### src/rtl/hilo_pkg.sv
`default_nettype none
//------------------------------------------------------------------------------
// hilo_pkg : ALU opcodes, HI/LO FSM state encoding and counter sizing helper.
// Revision : 1.0
//------------------------------------------------------------------------------
package hilo_pkg;

   localparam logic [4:0] ALUOP_ADD   = 5'h00;
   localparam logic [4:0] ALUOP_SUB   = 5'h01;
   localparam logic [4:0] ALUOP_AND   = 5'h02;
   localparam logic [4:0] ALUOP_OR    = 5'h03;
   localparam logic [4:0] ALUOP_MULT  = 5'h18;
   localparam logic [4:0] ALUOP_MULTU = 5'h19;
   localparam logic [4:0] ALUOP_DIV   = 5'h1A;
   localparam logic [4:0] ALUOP_DIVU  = 5'h1B;

   typedef enum logic [1:0] {
      HILO_IDLE   = 2'd0,
      HILO_SETTLE = 2'd1,
      HILO_DONE   = 2'd2
   } hilo_state_e;

   // Wide enough to hold the larger (LAT-1) load value; never narrower than 1.
   function automatic int hilo_ctr_width(input int mul_lat, input int div_lat);
      int m;
      m = (mul_lat > div_lat) ? mul_lat : div_lat;
      return (m <= 2) ? 1 : $clog2(m);
   endfunction

   function automatic logic is_div(input logic [4:0] op);
      return (op == ALUOP_DIV) || (op == ALUOP_DIVU);
   endfunction

   function automatic logic is_muldiv(input logic [4:0] op);
      return (op == ALUOP_MULT) || (op == ALUOP_MULTU) || is_div(op);
   endfunction

endpackage
`default_nettype wire

### src/rtl/hilo_settle_ctr.sv
`default_nettype none
//------------------------------------------------------------------------------
// hilo_settle_ctr : loadable down-counter with zero flag.
// Revision : 1.0
//------------------------------------------------------------------------------
module hilo_settle_ctr #(
   parameter int WIDTH = 2
) (
   input  logic             clk,
   input  logic             rst_n,
   input  logic             load,
   input  logic [WIDTH-1:0] load_val,
   input  logic             dec,
   output logic             zero
);

   logic [WIDTH-1:0] count;

   always_ff @(posedge clk or negedge rst_n) begin
      if (!rst_n) begin
         count <= '0;
      end else if (load) begin
         count <= load_val;
      end else if (dec) begin
         count <= count - 1'b1;
      end
   end

   assign zero = (count == '0);

endmodule
`default_nettype wire

### src/rtl/hilo_unit.sv
`default_nettype none
//------------------------------------------------------------------------------
// hilo_unit : HI/LO register unit; waits for mul/div result to settle, then
//             captures it. Optional macro HILO_DIV0_GUARD_EN skips divide-by-zero.
// Revision : 1.0
//------------------------------------------------------------------------------
module hilo_unit
   import hilo_pkg::*;
#(
   parameter int MUL_LAT = 2,
   parameter int DIV_LAT = 4
) (
   input  logic        clk_i,
   input  logic        rst_n_i,
   input  logic        start_i,
   input  logic [4:0]  aluop_i,
   input  logic [63:0] aluout_i,
   input  logic        div0_i,
   input  logic        mthi_i,
   input  logic        mtlo_i,
   input  logic [31:0] wdata_i,
   input  logic        rd_hi_i,
   output logic [31:0] rdata_o,
   output logic [31:0] hi_o,
   output logic [31:0] lo_o,
   output logic        busy_o,
   output logic        done_o,
   output logic        div0_o
);

   localparam int            CW       = hilo_ctr_width(MUL_LAT, DIV_LAT);
   localparam logic [CW-1:0] MUL_LOAD = CW'(MUL_LAT - 1);
   localparam logic [CW-1:0] DIV_LOAD = CW'(DIV_LAT - 1);

   hilo_state_e   state;
   hilo_state_e   state_nxt;
   logic [31:0]   hi;
   logic [31:0]   lo;
   logic          start_ok;
   logic          div0_skip;
   logic          ctr_load;
   logic          ctr_dec;
   logic          ctr_zero;
   logic          capture;
   logic          mt_ok;
   logic [CW-1:0] ctr_load_val;

   assign start_ok = start_i && is_muldiv(aluop_i) && (state != HILO_SETTLE);

`ifdef HILO_DIV0_GUARD_EN
   logic div0_flag;

   assign div0_skip = start_ok && is_div(aluop_i) && div0_i;

   always_ff @(posedge clk_i or negedge rst_n_i) begin
      if (!rst_n_i) begin
         div0_flag <= 1'b0;
      end else if (div0_skip) begin
         div0_flag <= 1'b1;
      end
   end

   assign div0_o = div0_flag;
`else
   logic unused_div0;

   assign unused_div0 = div0_i;
   assign div0_skip   = 1'b0;
   assign div0_o      = 1'b0;
`endif

   assign ctr_load     = start_ok && !div0_skip;
   assign ctr_load_val = is_div(aluop_i) ? DIV_LOAD : MUL_LOAD;
   assign ctr_dec      = (state == HILO_SETTLE) && !ctr_zero;
   assign capture      = (state == HILO_SETTLE) && ctr_zero;
   // An accepted start takes priority over a same-cycle MTHI/MTLO.
   assign mt_ok        = (state != HILO_SETTLE) && !start_ok;

   hilo_settle_ctr #(
      .WIDTH (CW)
   ) u_settle_ctr (
      .clk      (clk_i),
      .rst_n    (rst_n_i),
      .load     (ctr_load),
      .load_val (ctr_load_val),
      .dec      (ctr_dec),
      .zero     (ctr_zero)
   );

   always_ff @(posedge clk_i or negedge rst_n_i) begin
      if (!rst_n_i) begin
         state <= HILO_IDLE;
      end else begin
         state <= state_nxt;
      end
   end

   always_comb begin
      state_nxt = state;
      busy_o    = 1'b0;
      done_o    = 1'b0;
      case (state)
         HILO_IDLE, HILO_DONE: begin
            done_o = (state == HILO_DONE);
            if (start_ok) begin
               state_nxt = div0_skip ? HILO_DONE : HILO_SETTLE;
            end else begin
               state_nxt = HILO_IDLE;
            end
         end
         HILO_SETTLE: begin
            busy_o = 1'b1;
            if (ctr_zero) begin
               state_nxt = HILO_DONE;
            end
         end
         default: state_nxt = HILO_IDLE;
      endcase
   end

   always_ff @(posedge clk_i or negedge rst_n_i) begin
      if (!rst_n_i) begin
         hi <= '0;
         lo <= '0;
      end else if (capture) begin
         hi <= aluout_i[63:32];
         lo <= aluout_i[31:0];
      end else if (mt_ok) begin
         if (mthi_i) begin
            hi <= wdata_i;
         end
         if (mtlo_i) begin
            lo <= wdata_i;
         end
      end
   end

   assign hi_o    = hi;
   assign lo_o    = lo;
   assign rdata_o = rd_hi_i ? hi : lo;

endmodule
`default_nettype wire

### config.mk
export PLATFORM = sky130hd
export DESIGN_NAME = hilo_unit
export DESIGN_NICKNAME = d
export VERILOG_FILES = /design/src/rtl/hilo_pkg.sv /design/src/rtl/hilo_settle_ctr.sv /design/src/rtl/hilo_unit.sv
export SDC_FILE = /design/constraint.sdc
export NUM_CORES = 1
export LEC_CHECK = 0
export ABC_CLOCK_PERIOD_IN_PS = 1450
export BUFFER_PORTS_ARGS = -buffer_cell sky130_fd_sc_hd__buf_2
export CORE_MARGIN = 8
export CORE_UTILIZATION = 40
export DETAILED_ROUTE_END_ITERATION = 10
export HOLD_SLACK_MARGIN = 0.03
export PLACE_DENSITY = 0.77
export SLEW_MARGIN = 20
export SYNTH_ARGS = -nofsm -noshare
export SYNTH_HDL_FRONTEND = slang
export SYNTH_HIERARCHICAL = 1
export SYNTH_SLANG_ARGS = --single-unit
### constraint.sdc
create_clock -name clk_i -period 1.45 [get_ports clk_i]
set_input_delay 0.29 -clock clk_i [delete_from_list [all_inputs] [get_ports clk_i]]
set_output_delay 0.29 -clock clk_i [all_outputs]
set_load 0.05 [all_outputs]
# Word level (Yosys, flattened, before mapping)
# Cells that the tools add are included.
[op_classes] n_eq_ne=8 reduce_logical=19 n_mux=15 add_sub_neg=1
[ops] operator="$mux W32" n=7
[ops] operator="$eq A5 B5 Y1 const B" n=4
[ops] operator="$mux W2" n=4
[ops] operator="$reduce_bool A2 Y1" n=4
[ops] operator="$logic_and A1 B1 Y1" n=5
[ops] operator="$logic_not A2 Y1" n=2
[ops] operator="$pmux W2 S2" n=1
[ops] operator="$reduce_and A2 Y1" n=2
[ops] operator="$logic_or A1 B1 Y1" n=3
[ops] operator="$mux W1" n=3
[ops] operator="$eq A2 B1 Y1 const B" n=1
[ops] operator="$eq A2 B2 Y1 const B" n=1
[ops] operator="$logic_not A1 Y1" n=2
[ops] operator="$ne A2 B1 Y1 const B" n=1
[ops] operator="$ne A2 B2 Y1 const B" n=1
[ops] operator="$reduce_or A2 Y1" n=1
[ops] operator="$sub A2 B1 Y2 const B" n=1
[totals] register_bits=68 in_bits=108 output_inout_bits=99 word_cells=47

# Logic depth before layout (Yosys ltp)
# Gate-level depths: netlist of the first run.
[logic_depth] ltp_word=9 ltp_mapped=7 ltp_nobuf=5

# Hierarchy
# The synthesis of the first run kept the hierarchy.
[modules_own_cells] module="hilo_unit" seq_area_each_um2=1651.6 area_each_um2=3484.6 instances=1 cells_per_inst=269
[modules_own_cells] module="hilo_settle_ctr" seq_area_each_um2=50.0 area_each_um2=116.4 instances=1 cells_per_inst=12

# Worst setup path after synthesis of the first run
# Ideal clock, no wire load.
[synth_timing] kind="input-to-output" start="in rd_hi_i" end="out rdata_o[28]" slack_ps=-49 t_arrival_ps=1209 cell_stages=3 n_path_buf=2 required_ps=1160 cell_sequence="clkbuf_1 -> buf_2 -> mux2_1"
[synth_between] elab_chain_len=1
[synth_lines] element="start, declared" line="hilo_unit.sv:22" text="input logic rd_hi_i,"
[synth_lines] element="$mux W32" line="hilo_unit.sv:140" text="assign rdata_o = rd_hi_i ? hi : lo;"
[synth_lines] element="end, declared" line="hilo_unit.sv:23" text="output logic [31:0] rdata_o,"
# Every way passes these cells.

# Worst setup path after layout of the first run
[layout_timing] start="reg u_settle_ctr.count[0]" end="reg lo[20] (netlist: lo_o[20])"
[layout_between] elab_chain_len=4 word_cells_on_any_way=6 cone_classes="mux: 1; reduce/logical: 5"
[layout_lines] element="start, declared" line="hilo_settle_ctr.sv:17" text="logic [WIDTH-1:0] count;"
[layout_lines] element="start signal, assigned" line="hilo_settle_ctr.sv:23" text="count <= load_val;"
[layout_lines] element="start signal, assigned" line="hilo_settle_ctr.sv:25" text="count <= count - 1'b1;"
[layout_lines] element="$logic_not A2 Y1 *" line="hilo_settle_ctr.sv:29" text="assign zero = (count == '0);"
[layout_lines] element="named net ctr_zero" line="hilo_unit.sv:43" text="logic ctr_zero;"
[layout_lines] element="$logic_and A1 B1 Y1 *" line="hilo_unit.sv:75" text="assign capture = (state == HILO_SETTLE) && ctr_zero;"
[layout_lines] element="$reduce_bool A2 Y1 (no source line)"
[layout_lines] element="$reduce_and A2 Y1 (no source line)"
[layout_lines] element="end signal, assigned" line="hilo_unit.sv:127" text="lo <= aluout_i[31:0];"
[layout_lines] element="end signal, assigned" line="hilo_unit.sv:133" text="lo <= wdata_i;"
[layout_lines] element="end, declared" line="hilo_unit.sv:38" text="logic [31:0] lo;"
# Mark *: on every way through the listed nets, which the timed path passes. The rest lies on a longest branch.
# A chain may end at the register's enable or synchronous reset.

==> flow_metrics.py, run 1 <==
metrics = {
    "sta": {
        "fin_crit_sh_pct": 108,
        "setup_slack_ps": -112,
        "setup_viol": 72,
        "fin_skew_ps": 12.2,
        "drv_slew": 0,
        "fin_tns_setup_ps": -3980,
        "fmax_ghz": 0.640,
        "fin_crit_ps": 1560,
        "hold_viol_final": 0,
        "rsz0062_at_grt": "true",
    },
    "floorplan": {
        "core_area_mm2": 0.00872,
        "ios": 207,
        "initial_core_util_pct": 41.3,
        "die-height_um": 111,
        "rows": 34,
        "die_area_mm2": 0.0123,
        "die_w_um": 111,
    },
    "cts": {
        "cts_buffer_depth": 2,
        "path_clk_slew_ps": 80,
        "cts_htree_levels": 3,
        "clkSinkCount": 68,
        "cts_buffers": 9,
        "cts_tree": "yes",
        "clock_latency_ps": 330,
        "clock_tree.root_cell": "clkbuf_8",
    },
    "final_layout": {
        "drive_gt1_share_pct": 76.1,
        "syn_to_final_growth_pct": 76.0,
        "multi_input_area_mm2": 0.00198,
        "final_nets": 673,
        "regArea_mm2": 0.00170,
        "n_fill_cell": 599,
        "layout_commonest_cell": "buf_2",
        "final_area_mm2": 0.00634,
        "final_cell_mix": "168 x buf_2, 67 x dfrtp_1, 67 x buf_4",
    },
    "synth": {
        "synth-edff-count": 0,
        "synth_top_area_cell": "dfrtp_1",
        "synth_fa_ha_area_share_pct": 0.347,
        "synth_top_family_by_area": "compound AO/OA/AOI/OAI gates",
        "ys_warn_count": 6,
        "syn-cell-area_mm2": 0.00360,
        "synth_top_area_share_pct": 47.3,
        "synth-simple-area-share_pct": 14.1,
        "syn_inst": 281,
        "yosysSeqAreaShare_pct": 47.3,
        "synthArstFlopShare_pct": 100,
        "syn_avg_cell_area_um2": 12.8,
        "synth_compound_area_share_pct": 21.8,
        "synth-seq-cells": 68,
        "syn_nets": 390,
        "synth_area_leaders": "dfrtp_1 47%, o221a_2 19%, mux2_2 9.4%",
        "ys_types": 31,
        "synthMuxAreaShare_pct": 10.0,
        "synth_xor_area_share_pct": 0.243,
        "ys.flop_type": "dfrtp_1",
    },
    "worst_setup_path": {
        "worstPathMaxFanout": 7,
        "r2r_slack_ps": -110,
        "worstPathCellList": "inv_2, ha_4, nand3b_4, clkbuf_16, or2_0, o221a_2",
        "cp-end-kind": "flop",
        "crit_type": "reg2reg",
        "r2r-start": "u_settle_ctr/count[0]",
        "crit_required_ps": 1660,
        "worst_path_max_delay_cell": "dfrtp_1",
        "endpoint": "lo_o[20]",
        "max_stage_delay_ps": 400,
        "r2r_end": "lo_o[20]",
        "rr_worst_depth": 6,
        "crit_path_start": "u_settle_ctr/count[0]",
        "cp-start-kind": "flop",
        "critPathArrivalTime_ps": 1770,
    },
    "routing": {
        "drt_pass1_iterations": 5,
        "drc": 0,
        "via_per_inst": 5.42,
        "initialDrtViolationCount": 172,
        "wl_mm": 15.2,
        "post_drt_wl_per_cell_um": 22.4,
        "antenna_left": 0,
        "num_vias": 3674,
    },
    "run_status": {
        "violations": "negative setup slack",
        "outcome": "finished, violations left",
    },
    "grt": {
        "grt.overflow.total": 0,
        "grt_max_degree": 69,
        "grt_pass1_wl_mm": 21.9,
        "antenna_found_initial": 2,
        "grt_usage_pct": 21.7,
        "grt_pass1_vias": 4132,
    },
    "placement": {
        "hpwl_mm": 9.10,
        "portBuffers": 203,
        "gp_congestion": 0.813,
        "placed_area_mm2": 0.00479,
    },
    "worst_hold_path": {
        "min_from": "wdata_i[21]",
        "holdPathStages": 2,
        "min_path_type": "in2reg",
    },
    "power": {
        "ir_worst_vdd_mv": 1.22,
        "powerDensity_mw_per_mm2": 2510,
        "p_leak_nw": 3.01,
    },
    "flow_run": {
        "maxCapViolCount": 0,
    },
}
==> what timing repair did <==
item	4_1_cts	5_1_grt
gates cloned	0	10
endpoints found under the setup margin	96	99
gates resized for setup	112	54
buffers inserted	59	3
pin swaps	0	1
endpoints found under the hold margin	68	0
hold buffers	1	0
==> cells by family after synthesis <==
| kind of cell | count (synthesis) |
|---|---|
| multiplexers | 32 |
| flip-flops | 68 |
| XOR/XNOR | 1 |
| buffers and inverters | 30 |
| other | 2 |
| AND/OR/NAND/NOR | 78 |
| AO/OA/AOI/OAI | 69 |
| adder cells (fa/ha/maj) | 1 |
==> registers in the layout, summed over array words and instances, names as in the netlist <==
signal,flops
lo_o,32
state,2
u_settle_ctr/count,2
hi_o,32
==> per-layer routing <==
metal / vias to the layer above / GRT usage, % / wire (um)
met2: 187 / 38.5 / 8090
met4: 2 / 10.4 / 435
met3: 35 / 5.90 / 1080
li1: 1639 / - / -
met5: - / 0 / 13
met1: 1811 / 23.4 / 5570
==> final cells by class <==
cell class | instances | area share [%]
repair buffers | 295 | 35.6
inverters | 6 | 0.434
flip-flops and latches | 68 | 26.9
clock buffers | 13 | 2.67
clock inverters | 3 | 1.07
multi-input cells | 184 | 31.2
diodes | 1 | 0.0395
well taps | 108 | 2.13
==> where the power goes <==
group / switching [W] / leakage, nW / internal [W]
clock network: 0.000713 / 0.116 / 0.00111
registers: 0.000530 / 0.760 / 0.00268
logic: 0.00655 / 2.13 / 0.00433
==> cell usage after synthesis, drive strengths merged, types with 6 or more instances <==
library cell	number
buf	22
dfrtp	68
inv	6
mux2	32
o221a	64
or2	64
==> critical path, delay by kind of cell (launching register included) <==
kind                     cells  cell delay, ps
buffers and inverters        2             300
flip-flops                   1             400
AO/OA/AOI/OAI                1             140
AND/OR/NAND/NOR              2             420
adder cells (fa/ha/maj)      1             170
==> per-stage QoR <==
stage	std cells	power, W	setup WS, ps	utilization, %	hold slack [ps]
floorplan	281	0.00928	15.4	-	-5.59
global route	678	0.0165	-158	72.7	238
finish	678	0.0159	-112	72.7	251
detailed placement	588	0.0113	-73.1	55.0	336
CTS	664	0.0150	-106	67.3	232
global placement	588	0.0111	-33.9	55.0	330
==> how the worst min path moves through the flow <==
stage,end,slack (ps)
after floorplan,hi_o[0],-6
after global placement,u_settle_ctr/count[1],330
after detailed placement,u_settle_ctr/count[1],340
after CTS,lo_o[29],230
after global routing,hi_o[21],240
final,hi_o[21],250
No activity file was read; power rests on OpenSTA's default activity.
==> run 2: changes to the inputs <==
--- a/config.mk
+++ b/config.mk
@@ -10,8 +10,10 @@
 export CORE_MARGIN = 8
 export CORE_UTILIZATION = 40
 export DETAILED_ROUTE_END_ITERATION = 10
+export GPL_TIMING_DRIVEN = 0
 export HOLD_SLACK_MARGIN = 0.03
 export PLACE_DENSITY = 0.77
+export SETUP_SLACK_MARGIN = 0.15
 export SLEW_MARGIN = 20
 export SYNTH_ARGS = -nofsm -noshare
 export SYNTH_HDL_FRONTEND = slang
==> flow_metrics.py, run 2 (same netlist as run 1, synthesis figures left out) <==
metrics = {
    "routing": {
        "antenna_left": 0,
        "drc": 0,
        "wl_mm": 18.8,
        "initialDrtViolationCount": 235,
        "post_drt_wl_per_cell_um": 25.5,
        "via_per_inst": 5.69,
        "num_vias": 4193,
        "drt_pass1_iterations": 5,
    },
    "flow_run": {
        "maxCapViolCount": 0,
    },
    "sta": {
        "setup_slack_ps": -152,
        "fmax_ghz": 0.624,
        "fin_crit_sh_pct": 111,
        "rsz0062_at_grt": "true",
        "slew_headroom_pct": 65.3,
        "setup_viol": 101,
        "hold_viol_final": 0,
        "worstMarginPinSlew_ps": 520,
        "drv_slew": 0,
        "fin_skew_ps": 19.5,
        "fin_crit_ps": 1600,
    },
    "placement": {
        "placed_area_mm2": 0.00494,
        "portBuffers": 202,
        "hpwl_mm": 9.94,
        "placedCellCount": 592,
        "gp_congestion": 0.872,
    },
    "floorplan": {
        "initial_core_util_pct": 41.3,
        "die-height_um": 111,
        "core_area_mm2": 0.00872,
        "die_w_um": 111,
        "rows": 34,
        "ios": 207,
        "die_area_mm2": 0.0123,
    },
    "final_layout": {
        "n_fill_cell": 381,
        "diodes": 0,
        "regArea_mm2": 0.00170,
        "drive_gt1_share_pct": 78.4,
        "layout.cells.non_filler": 737,
        "syn_to_final_growth_pct": 113,
        "multi_input_area_mm2": 0.00207,
        "final_cell_mix": "107 x buf_6, 107 x buf_2, 73 x buf_8",
        "final_area_mm2": 0.00767,
        "final_nets": 735,
    },
    "grt": {
        "grt.overflow.total": 0,
        "grt_pass1_vias": 4226,
        "grt_max_degree": 38,
        "antenna_found_initial": 0,
        "grt_usage_pct": 24.2,
        "grt_pass1_wl_mm": 23.9,
    },
    "worst_setup_path": {
        "r2r_end": "lo_o[13]",
        "cp-start-kind": "flop",
        "critPathArrivalTime_ps": 1890,
        "r2r_slack_ps": -150,
        "rr_worst_depth": 5,
        "worstPathMaxFanout": 10,
        "cp-end-kind": "flop",
        "worst_path_max_delay_cell": "dfrtp_2",
        "crit_type": "reg2reg",
        "crit_buf_inv": 2,
        "path_depth": 5,
        "crit_required_ps": 1730,
        "r2r-start": "state[0]",
        "path_delay_family": "compound AO/OA/AOI/OAI gates",
        "max_stage_delay_ps": 440,
        "worstPathCellList": "nand2b_4, inv_8, o31ai_4, buf_6, o221a_2",
    },
    "worst_hold_path": {
        "min_from": "wdata_i[9]",
        "holdPathStages": 2,
        "hold_end": "lo_o[9]",
        "min_path_type": "in2reg",
    },
    "power": {
        "powerDensity_mw_per_mm2": 2570,
        "ir_worst_vdd_mv": 1.52,
        "p_leak_nw": 3.64,
    },
    "run_status": {
        "outcome": "finished, violations left",
        "violations": "negative setup slack",
    },
    "cts": {
        "path_clk_slew_ps": 90,
        "cts_buffer_depth": 2,
        "cts_htree_levels": 3,
        "clock_latency_ps": 360,
        "cts_buffers": 9,
        "cts_tree": "yes",
        "clock_tree.root_cell": "clkbuf_8",
        "clkSinkCount": 68,
    },
}
run 2: changes by cell type in the layout (fill, tap and decap cells not counted), sizes merged:
cell / delta
buf: +64
clkbuf: -2
bufinv: -1
clkinv: +1
clkinvlp: -1
diode: -1
nand3b: -1
run 2: worst register-to-register path: cells and delay by family, from the launching register on:
family / cells / cell delay [ps]
compound gates: 2 / 670
flops: 1 / 440
buf+inv: 2 / 290
simple gates: 1 / 140
run 2: worst max path at each step:
stage / startpoint / endpoint / slack [ps]
final: state[0] / lo_o[13] / -150
after global routing: state[1] / lo_o[13] / -200
after CTS: u_settle_ctr/count[0] / lo_o[27] / -60
after detailed placement: aluop_i[4] / lo_o[23] / -160
after global placement: rst_n_i / state[0] / -360
after floorplan: u_settle_ctr/count[0] / hi_o[14] / 70
run 2: power by group:
group	switching, W	internal, W	total, W
clock network	0.000763	0.000869	0.00163
registers	0.000729	0.00268	0.00341
logic	0.00742	0.00721	0.0146
total	0.00891	0.0108	0.0197
run 2: area by class of cell:
class / count / share of cell area, %
Sequential cell: 68 / 22.2
Tap cell: 108 / 1.76
Inverter: 6 / 0.392
Clock buffer: 12 / 2.02
Buffer: 24 / 3.49
Multi-Input combinational cell: 183 / 26.9
Timing Repair Buffer: 334 / 42.7
Clock inverter: 2 / 0.457
run 2: layer usage:
metal,routed length [um],vias to the layer above,part of all wire [%],GRT usage [%]
met1,6680,2095,35,26.4
met2,10200,251,54,43.8
met3,1070,77,5.7,5.79
li1,-,1770,-,-
met4,901,0,4.8,9.46
met5,0,-,0,0
run 2: timing repair:
item | in CTS | in global routing
resized for setup | 286 | 130
endpoints found under the setup margin | 121 | 163
buffers inserted | 64 | 62
pin swaps | 8 | 16
cloned | 3 | 2
hold buffers | 1 | 0
endpoints found under the hold margin | 31 | 0
run 2: stage by stage:
step | power (W) | setup TNS (ps) | util, % | setup slack [ps] | hold WS [ps]
6_report | 0.0197 | -6740 | 87.9 | -152 | 226
5_1_grt | 0.0202 | -10830 | 87.9 | -203 | 237
4_1_cts | 0.0169 | -2610 | 76.4 | -58.5 | 242
3_5_place_dp | 0.0116 | -10140 | 56.7 | -160 | 261
3_3_place_gp | 0.0115 | -25240 | 56.4 | -360 | 534
2_1_floorplan | 0.00962 | 0 | - | 69.2 | -5.59
==> run 3: changes to the inputs <==
--- a/config.mk
+++ b/config.mk
@@ -13,9 +13,9 @@
 export GPL_TIMING_DRIVEN = 0
 export HOLD_SLACK_MARGIN = 0.03
 export PLACE_DENSITY = 0.77
+export RECOVER_POWER = 25
 export SETUP_SLACK_MARGIN = 0.15
 export SLEW_MARGIN = 20
 export SYNTH_ARGS = -nofsm -noshare
 export SYNTH_HDL_FRONTEND = slang
-export SYNTH_HIERARCHICAL = 1
 export SYNTH_SLANG_ARGS = --single-unit
==> flow_metrics.py, run 3 <==
metrics = {
    "routing": {
        "antenna_left": 0,
        "initialDrtViolationCount": 225,
        "wl_mm": 17.5,
        "via_per_inst": 5.45,
        "drc": 0,
        "num_vias": 3966,
        "drt_pass1_iterations": 4,
        "post_drt_wl_per_cell_um": 24.0,
    },
    "sta": {
        "drv_slew": 0,
        "hold_viol_final": 0,
        "fmax_ghz": 0.651,
        "fin_skew_ps": 8.57,
        "slew_headroom_pct": 46.1,
        "worstMarginPinSlew_ps": 808,
        "fin_crit_ps": 1540,
        "setup_viol": 94,
        "setup_slack_ps": -86.6,
        "fin_crit_sh_pct": 106,
        "rsz0062_at_grt": "true",
    },
    "cts": {
        "cts_tree": "yes",
        "cts_buffers": 9,
        "clkSinkCount": 68,
        "clock_tree.root_cell": "clkbuf_8",
        "cts_buffer_depth": 2,
        "path_clk_slew_ps": 80,
        "cts_htree_levels": 3,
        "clock_latency_ps": 340,
    },
    "synth": {
        "syn-cell-area_mm2": 0.00356,
        "yosys.cell_count.top_type": "dfrtp_1",
        "synth_top_area_cell": "dfrtp_1",
        "synth-simple-area-share_pct": 13.4,
        "synth_xor_area_share_pct": 0,
        "ys.flop_type": "dfrtp_1",
        "synth_top_family_by_area": "compound AO/OA/AOI/OAI gates",
        "synth-edff-count": 0,
        "ys_warn_count": 0,
        "synth_commonest_cells": "68 x dfrtp_1, 60 x o221a_2, 39 x or2_0",
        "synthMuxAreaShare_pct": 10.4,
        "ys_types": 28,
        "yosysSeqAreaShare_pct": 47.8,
        "syn_inst": 275,
        "synth-seq-cells": 68,
        "syn_avg_cell_area_um2": 13.0,
        "syn_nets": 384,
        "synth_compound_area_share_pct": 22.0,
        "synth_top_area_share_pct": 47.8,
        "synthArstFlopShare_pct": 100,
        "synth_area_leaders": "dfrtp_1 48%, o221a_2 19%, mux2_2 10%",
        "synth_fa_ha_area_share_pct": 0.351,
    },
    "worst_setup_path": {
        "worstPathCellList": "nand2b_4, nand3_1, buf_2, o221a_2",
        "critPathArrivalTime_ps": 1770,
        "r2r_slack_ps": -90,
        "crit_type": "reg2reg",
        "r2r_end": "lo_o[15]",
        "crit_buf_inv": 1,
        "r2r-start": "state[0]",
        "path_delay_family": "flip-flops",
        "rr_worst_depth": 4,
        "worstPathMaxFanout": 10,
        "crit_required_ps": 1680,
        "cp-start-kind": "flop",
        "worst_path_max_delay_cell": "dfrtp_2",
        "max_stage_delay_ps": 450,
        "cp-end-kind": "flop",
    },
    "final_layout": {
        "layout.cells.non_filler": 728,
        "layout_commonest_cell": "buf_6",
        "final_cell_mix": "116 x buf_6, 111 x buf_2, 63 x dfrtp_1",
        "final_nets": 723,
        "syn_to_final_growth_pct": 108,
        "drive_gt1_share_pct": 80.1,
        "n_fill_cell": 415,
        "final_util_pct": 85.2,
        "final_area_mm2": 0.00740,
    },
    "worst_hold_path": {
        "min_path_type": "in2reg",
        "hold_end": "lo_o[6]",
        "min_from": "wdata_i[6]",
        "holdPathStages": 2,
    },
    "flow_run": {
        "maxCapViolCount": 0,
    },
    "power": {
        "p_comb_share_pct": 75.3,
        "power_switching_w": 0.0102,
        "powerDensity_mw_per_mm2": 3010,
        "p_leak_nw": 3.52,
        "finalPower_w": 0.0223,
        "pwr-share-seq_pct": 16.6,
        "p_sw_share_pct": 46.0,
        "intPower_w": 0.0120,
        "pwr-share-clk_pct": 8.1,
        "ir_worst_vdd_mv": 1.84,
    },
    "floorplan": {
        "die_area_mm2": 0.0122,
        "die-height_um": 110,
        "core_area_mm2": 0.00868,
        "die_w_um": 110,
        "initial_core_util_pct": 41.1,
        "rows": 34,
        "ios": 207,
    },
    "placement": {
        "placedCellCount": 586,
        "gp_congestion": 0.812,
        "hpwl_mm": 9.57,
        "portBuffers": 202,
        "dp_slack_ps": -238,
        "placed_area_mm2": 0.00491,
    },
    "grt": {
        "grt_pass1_vias": 4009,
        "grt_max_degree": 39,
        "grt_usage_pct": 23.7,
        "grt_pass1_wl_mm": 21.9,
        "met2_usage_pct": 41.8,
        "antenna_found_initial": 1,
        "busiest_layer": "met2",
        "grt.overflow.total": 0,
        "met3_usage_pct": 5.35,
        "gr-usage-met1_pct": 27.1,
    },
    "run_status": {
        "violations": "negative setup slack",
        "outcome": "finished, violations left",
    },
}
-- run 3: timing repair --
item / in CTS / in global routing
endpoints found under the setup margin: 136 / 155
hold endpoints to repair: 30 / 0
resized for setup: 262 / 112
setup buffers: 56 / 66
gates cloned: 2 / 0
hold buffers: 1 / 0
pin swaps: 6 / 0
-- run 3: area by class of cell --
cell class / count / area [um2] / share of cell area, %
Timing Repair Buffer: 328 / 3090 / 41.8
Multi-Input combinational cell: 177 / 1930 / 26.1
Sequential cell: 68 / 1710 / 23.1
Buffer: 24 / 273 / 3.69
Clock buffer: 12 / 155 / 2.10
Tap cell: 108 / 135 / 1.83
Clock inverter: 4 / 72.6 / 0.981
Inverter: 6 / 30.0 / 0.406
Antenna cell: 1 / 2.50 / 0.0338
-- run 3: metrics by stage --
step | setup TNS, ps | hold slack [ps]
floorplan | 0 | -5.59
global placement | -21650 | 527
detailed placement | -7370 | 259
CTS | -2480 | 226
global route | -8720 | 229
finish | -3290 | 243
-- run 3: worst max-delay path by stage --
stage,end,start,depth (start not counted)
3_5_place_dp,u_settle_ctr.count[1],u_settle_ctr.count[1],6
2_1_floorplan,hi_o[11],u_settle_ctr.count[1],7
6_report,lo_o[15],state[0],4
3_3_place_gp,lo_o[8],rst_n_i,1
5_1_grt,hi_o[20],u_settle_ctr.count[1],8
4_1_cts,rdata_o[22],rd_hi_i,4
-- run 3: kinds of logic after synthesis --
logic type | Yosys count
muxes | 33
and+or+nand+nor | 73
AOI/OAI and AO/OA | 69
adders and majority gates | 1
other | 1
DFF | 68
buffers and inverters | 30
-- run 3: power by group through the flow --
stage | Combinational, W | Sequential, W | Clock (W)
6_report | 0.0168 | 0.00369 | 0.00181
5_1_grt | 0.0173 | 0.00373 | 0.00190
4_1_cts | 0.0139 | 0.00355 | 0.00181
3_5_place_dp | 0.00988 | 0.00367 | 0
3_3_place_gp | 0.00977 | 0.00362 | 0
2_1_floorplan | 0.00448 | 0.00671 | 0
-- run 3: metal layers --
| metal | vias to the layer above | wire (um) |
|---|---|---|
| li1 | 1733 | - |
| met1 | 1982 | 6230 |
| met2 | 203 | 9270 |
| met3 | 48 | 1280 |
| met4 | 0 | 677 |
| met5 | - | 0 |
